### config.mk
export PLATFORM = sky130hd
export DESIGN_NAME = pwm_demod
export DESIGN_NICKNAME = d
export VERILOG_FILES = /design/src/rtl/pwm_demod.sv
export SDC_FILE = /design/constraint.sdc
export NUM_CORES = 1
export LEC_CHECK = 0
export CAP_MARGIN = 20
export CORE_MARGIN = 4
export CORE_UTILIZATION = 60
export CTS_BUF_LIST = sky130_fd_sc_hd__clkbuf_8
export DETAILED_ROUTE_END_ITERATION = 8
export PLACE_DENSITY = 0.8
export SYNTH_ARGS = -nofsm -noshare
export SYNTH_HDL_FRONTEND = slang
export SYNTH_SLANG_ARGS = --single-unit
### constraint.sdc
create_clock -name clk -period 7.3 [get_ports clk]
set_clock_uncertainty 0.1 [all_clocks]
set_input_delay 0.73 -clock clk [delete_from_list [all_inputs] [get_ports clk]]
set_output_delay 0.73 -clock clk [all_outputs]
set_load 0.01 [all_outputs]
### src/rtl/pwm_demod.sv
// Differential PWM capture: one signed sample (pos high-count minus neg high-count) per frame of 2^CW-1 clocks.
// Optional build macro PWM_DEMOD_AVG_EN averages each frame with the previous one.
module pwm_demod #(
  parameter int CW         = 8,
  parameter int SIL_FRAMES = 4
) (
  input  logic        clk,
  input  logic        rst_n,
  input  logic        pwm_pos,
  input  logic        pwm_neg,
  output logic [CW:0] sample,
  output logic        sample_valid,
  output logic        frame_err,
  output logic        silent
);

  localparam int SW = (SIL_FRAMES > 1) ? $clog2(SIL_FRAMES) : 1;
  localparam logic [CW-1:0] LAST     = {{(CW-1){1'b1}}, 1'b0};
  localparam logic [SW-1:0] SIL_LAST = SW'(SIL_FRAMES - 1);

  typedef enum logic {IDLE, MEASURE} state_t;

  state_t        state;
  logic          pos_m, pos_s, pos_d;
  logic          neg_m, neg_s, neg_d;
  logic [CW-1:0] fc, pcnt, ncnt;
  logic          err;
  logic [SW-1:0] sil;

  logic          inc_p, inc_n, both, rise, frame_quiet, err_nx, out_err;
  logic [CW-1:0] pcnt_nx, ncnt_nx;
  logic [CW:0]   frame_val, out_val;

`ifdef PWM_DEMOD_AVG_EN
  logic [CW:0]   prev_val;
  logic          prev_err;
  logic [CW+1:0] avg_sum;
`endif

  // Per-cycle contribution of the synced lines, and the value of a frame ending now.
  always_comb begin
    inc_p       = pos_s & ~neg_s;
    inc_n       = neg_s & ~pos_s;
    both        = pos_s & neg_s;
    rise        = (pos_s & ~pos_d) | (neg_s & ~neg_d);
    pcnt_nx     = pcnt + {{(CW-1){1'b0}}, inc_p};
    ncnt_nx     = ncnt + {{(CW-1){1'b0}}, inc_n};
    err_nx      = err | both;
    frame_val   = {1'b0, pcnt_nx} - {1'b0, ncnt_nx};
    frame_quiet = (pcnt_nx == {CW{1'b0}}) && (ncnt_nx == {CW{1'b0}});
`ifdef PWM_DEMOD_AVG_EN
    avg_sum     = {frame_val[CW], frame_val} + {prev_val[CW], prev_val};
    out_val     = avg_sum[CW+1:1];
    out_err     = err_nx | prev_err;
`else
    out_val     = frame_val;
    out_err     = err_nx;
`endif
  end

  // Synchronizers, frame state machine and registered outputs.
  always_ff @(posedge clk or negedge rst_n) begin
    if (!rst_n) begin
      state        <= IDLE;
      {pos_m, pos_s, pos_d} <= 3'b000;
      {neg_m, neg_s, neg_d} <= 3'b000;
      fc           <= {CW{1'b0}};
      pcnt         <= {CW{1'b0}};
      ncnt         <= {CW{1'b0}};
      err          <= 1'b0;
      sil          <= {SW{1'b0}};
      sample       <= {(CW+1){1'b0}};
      sample_valid <= 1'b0;
      frame_err    <= 1'b0;
      silent       <= 1'b1;
`ifdef PWM_DEMOD_AVG_EN
      prev_val     <= {(CW+1){1'b0}};
      prev_err     <= 1'b0;
`endif
    end else begin
      pos_m        <= pwm_pos;
      pos_s        <= pos_m;
      pos_d        <= pos_s;
      neg_m        <= pwm_neg;
      neg_s        <= neg_m;
      neg_d        <= neg_s;
      sample_valid <= 1'b0;
      case (state)
        IDLE: begin
          // The edge cycle itself is frame cycle 0.
          if (rise) begin
            state  <= MEASURE;
            silent <= 1'b0;
            fc     <= CW'(1);
            pcnt   <= pcnt_nx;
            ncnt   <= ncnt_nx;
            err    <= both;
          end else begin
            silent <= 1'b1;
            fc     <= {CW{1'b0}};
            pcnt   <= {CW{1'b0}};
            ncnt   <= {CW{1'b0}};
            err    <= 1'b0;
          end
        end
        MEASURE: begin
          if (fc == LAST) begin
            sample_valid <= 1'b1;
            sample       <= out_val;
            frame_err    <= out_err;
            fc           <= {CW{1'b0}};
            pcnt         <= {CW{1'b0}};
            ncnt         <= {CW{1'b0}};
            err          <= 1'b0;
`ifdef PWM_DEMOD_AVG_EN
            prev_val     <= frame_val;
            prev_err     <= err_nx;
`endif
            if (frame_quiet && (sil == SIL_LAST)) begin
              state  <= IDLE;
              silent <= 1'b1;
              sil    <= {SW{1'b0}};
`ifdef PWM_DEMOD_AVG_EN
              prev_val <= {(CW+1){1'b0}};
              prev_err <= 1'b0;
`endif
            end else if (frame_quiet) begin
              sil <= sil + SW'(1);
            end else begin
              sil <= {SW{1'b0}};
            end
          end else begin
            fc   <= fc + CW'(1);
            pcnt <= pcnt_nx;
            ncnt <= ncnt_nx;
            err  <= err_nx;
          end
        end
        default: begin
          state  <= IDLE;
          silent <= 1'b1;
        end
      endcase
    end
  end

endmodule

Yosys cells after proc, flatten, opt, wreduce, memory -nomap -nowiden. Index checks and enable logic that the tools add are counted.

Bits in registers: 46. Latch bits: 0. RAM bits: 0. Bits in read-only memories: 0. Bits of input ports: 4. Output and inout port bits: 12. Memories: 0.

Add/sub/neg operators: 5. $mul: 0. Divide/modulo/power cells: 0. $lt $le $gt $ge: 0. Eq/ne operators: 4. Shift-type cells: 0. Mux-type cells: 24. Bitwise gates (word level): 12. Reductions and logical operators: 6.

Operator list (number): 8-bit one-hot mux with 2 select lines (3); 8-bit 2-to-1 mux (5); 8-bit by 1-bit adder with 8-bit output (2); 8-bit logical NOT (2); 1-bit 2-to-1 mux (11); 8-bit by 8-bit subtractor with 9-bit output (1); 8-bit by 1-bit adder with 8-bit output, second input constant (1); 8-bit == test, second input constant (1); 1-bit one-hot mux with 2 select lines (3); 1-bit AND (5); 1-bit NOT (5); 2-bit 2-to-1 mux (2); 2-bit by 1-bit != test with 1-bit output, second input constant (2); 2-bit AND reduction (2); 2-bit by 1-bit adder with 2-bit output, second input constant (1); 2-bit == test, second input constant (1); 1-bit logical AND (2); 1-bit OR (2).

Longest topological paths before layout.
Word-level depth: 9. Gate-level depth with buffers: 12.

Worst setup path before layout. Ideal clock, no wire load.

Kind: reg-to-reg. Start: reg pos_s. End: reg sample[7]. Library setup time: 129 ps. Arrival: 2373 ps. Data required time: 7071 ps. Setup slack: 4698 ps. Stages on the path, launching flop included: 12. Path buffers: 0. Period minus slack after synthesis: 2602 ps. Path through: dfrtp_1 > inv_1 > nor2_1 > ha_1 > nand2_1 > o21a_1 > or2_2 > ha_1 > a21o_1 > a2111oi_1 > or4_1 > nand3_1.

Cells in the longest elaborated chain, start to end: 4. Elaborated cells on any way between the ends: 6.

Ends and longest elaborated chain: start, declared (RTL line 24) `logic pos_m, pos_s, pos_d;`; start signal, assigned (RTL line 82) `pos_s <= pos_m;`; 1-bit NOT (RTL line 43) `inc_n = neg_s & ~pos_s;`; 1-bit AND (RTL line 43); 8-bit by 1-bit adder with 8-bit output (RTL line 47) `ncnt_nx = ncnt + {{(CW-1){1'b0}}, inc_n};`; 8-bit by 8-bit subtractor with 9-bit output * (RTL line 49) `frame_val = {1'b0, pcnt_nx} - {1'b0, ncnt_nx};`; end signal, assigned (RTL line 72) `sample <= {(CW+1){1'b0}};`; end signal, assigned (RTL line 109) `sample <= out_val;`; end, declared (RTL line 11) `output logic [CW:0] sample,`.

Mark *: on every way between the ends. The rest lies on a longest branch, timed or not. A chain may end at the register's enable or synchronous reset.

Final worst setup path. Same ends and word-level chain as after synthesis.

==> out/qor.yml <==
routing:
  routed_wl_um: 4640
  post-route-drc-count: 0
  vias_per_cell: 5.87
  dr_total_vias: 1815
  ant_nets: 0
  first_pass_iters: 4
  routedWlPerCell_um: 15.0
  drt_iter0_drc: 103
sta:
  rsz0062_at_grt: "false"
  tns_ps: 0
  slew_headroom_pct: 57.9
  max_slew.worst_pin.slew_ps: 632
  fin_crit_sh_pct: 39.2
  slew_violations: 0
  fmax_mhz: 349
  setup_viol: 0
  hold_viol: 0
  period_needed_ps: 2860
setup_path:
  cp_data_arrival_time_ps: 2950
  r2r_end: "sample[7]$_DFFE_PN0P_"
  worst_setup_path_start_kind: "flop"
  crit_slowest_cell: "dfrtp_1"
  worst-path-buf-inv: 1
  r2r-start: "pos_s$_DFF_PN0_"
  criticalPathCategory: "flop to flop"
  cp_common_cell: "ha_1"
  slowest_delay_ps: 380
  rr_worst_depth: 11
  critPathCaptureType: "flop"
  cp_cell_sequence: "inv_1, nor2_1, ha_1, nand2_1, o21a_1, or2_2, ha_1, a21o_1, a2111oi_1, or4_1, nand3_1"
  cp.required_ps: 7390
  cpLargestDelayFamily: "simple AND/OR/NAND/NOR gates"
  r2r_slack_ps: 4440
  path_max_fanout: 5
pwr:
  sw_frac_of_total_pct: 37.6
  clkPwrFrac_pct: 19.1
  p_sw_uw: 302
  seqPwrFrac_pct: 40.9
  p_int_uw: 502
  power.density_nw_per_um2: 299
  leakage_uw: 0.00128
  peakVddDrop_uv: 164
  combPwrFrac_pct: 40.0
logic_synthesis:
  syn_nets: 261
  synth_compound_area_share_pct: 13.5
  synth_top_family_by_area: "simple AND/OR/NAND/NOR gates"
  ys_seq_area_share_pct: 48.1
  synth_simple_gate_area_share_pct: 20.7
  synth-seq-cells: 46
  synth_mux_area_share_pct: 0
  synthCells: 243
  synth-xor-area-share_pct: 7.68
  synth_edf_count: 0
  synthDistinctLibCells: 48
  avgSynthCellArea_um2: 9.86
  yosysWarnings: 0
  synthesis.area_um2: 2390
  synth_fa_ha_area_share_pct: 7.63
  async_flop_share_pct: 100
  ys.flop_type: "dfrtp_1"
layout:
  nets: 278
  drive_gt1_share_pct: 7.28
  syn_to_final_growth_pct: 12.2
  final_cell_mix: "dfrtp_1, nor2_1, nand2_1"
  multiInputGateArea_um2: 1190
  layout_commonest_cell: "dfrtp_1"
  final_cells: 309
  fillerInstances: 293
  diodes: 0
  area.sequential_um2: 1150
cts:
  clk_path_buf_depth: 2
  worstSkewPairLatency_ps: 300
  clockRootBuffer: "clkbuf_8"
  ctsHoldBuffers: 0
  cts_resized: 0
  cts_tree: "built"
  path_clk_slew_ps: 80
  htree_levels: 2
  cts_buffers: 5
  cts_setup_buffers: 0
  clock-sinks: 46
grt:
  track_usage_pct: 20.3
  antenna_found_initial: 0
  grt_pass1_wl_um: 8110
  grt_max_degree: 47
  grt_pass1_vias: 1746
  overflow: 0
placed_design:
  place.gp.congestion: 0.927
  dp_cells: 300
  dp_hpwl_um: 3460
  io_buffers: 15
flow_run:
  maxCapViolCount: 0
die:
  io_pins: 16
  core_um2: 3770
  die_area_um2: 5070
  start_util_pct: 63.5
  core.rowCount: 22
  dieHeight_um: 71.2
  die_w_um: 71.2
run_status:
  outcome: "completed"
min_path:
  hold_path_class: "input port to async pin"
-- final cells by class --
cell class | instances | share of cell area (%)
Clock buffer | 5 | 2.56
Inverter | 9 | 1.26
Multi-Input combinational cell | 182 | 44.1
Tap cell | 48 | 2.23
Timing Repair Buffer | 16 | 6.15
Clock inverter | 3 | 0.791
Sequential cell | 46 | 42.9
-- synth_stat cells (all sizes together) (5+ instances only) --
master | n | area (um2)
dfrtp | 45 | 1130
nor2 | 31 | 116
nand2 | 24 | 90.1
ha | 13 | 163
nand3 | 12 | 60.1
xor2 | 11 | 96.3
xnor2 | 10 | 87.6
inv | 9 | 33.8
o21ai | 9 | 45.0
a21oi | 8 | 40.0
clkbuf | 6 | 22.5
nand4 | 5 | 31.3
-- power groups by stage --
stage          combinational (uW)  sequential, uW  clock [uW]
2_1_floorplan                 246             324           0
3_3_place_gp                  309             331           0
3_5_place_dp                  314             333           0
4_1_cts                       320             328         158
5_1_grt                       366             336         169
6_report                      321             328         154
-- registers in the layout, indices dropped and copies added, names as in the netlist --
name and cells:
err 1, fc 8, frame_err 1, ncnt 8
neg_d 1, neg_m 1, neg_s 1, pcnt 8
pos_d 1, pos_m 1, pos_s 1, sample 9
sample_valid 1, sil 2, silent 1, state 1
-- routing by layer --
metal	global-route usage, %	wire length [um]
met5	0	0
met4	7.10	99
met3	4.26	256
met2	31.6	2130
met1	28.3	2150
-- how the worst max path moves through the flow --
| stage | slack (ps) | cells past startpoint | end | startpoint |
|---|---|---|---|---|
| 5_1_grt | 4160 | 11 | sample[7]$_DFFE_PN0P_ | pos_s$_DFF_PN0_ |
| 3_3_place_gp | 4500 | 11 | sample[7]$_DFFE_PN0P_ | pos_s$_DFF_PN0_ |
| 3_5_place_dp | 4460 | 11 | sample[7]$_DFFE_PN0P_ | pos_s$_DFF_PN0_ |
| 2_1_floorplan | 4700 | 11 | sample[7]$_DFFE_PN0P_ | pos_s$_DFF_PN0_ |
| 4_1_cts | 4430 | 11 | sample[7]$_DFFE_PN0P_ | pos_s$_DFF_PN0_ |
| 6_report | 4440 | 11 | sample[7]$_DFFE_PN0P_ | pos_s$_DFF_PN0_ |
-- kinds of logic (layout without fill, tap and decap cells) --
family | after synthesis | after routing
buf+inv | 15 | 33
compound gates | 46 | 46
xor+xnor | 21 | 21
fa+ha+maj | 14 | 14
flops | 46 | 46
simple gates | 101 | 101
-- per-stage QoR --
step	setup slack (ps)	hold slack [ps]	instance area [um2]	total power, uW	util (%)
global placement	4500	239	2580	640	68.3
CTS	4430	258	2670	805	70.7
detailed placement	4460	238	2580	647	68.3
finish	4440	158	2690	803	71.3
floorplan	4700	231	2390	569	-
global route	4160	163	2690	870	71.3
No activity file was read; power rests on OpenSTA's default activity.
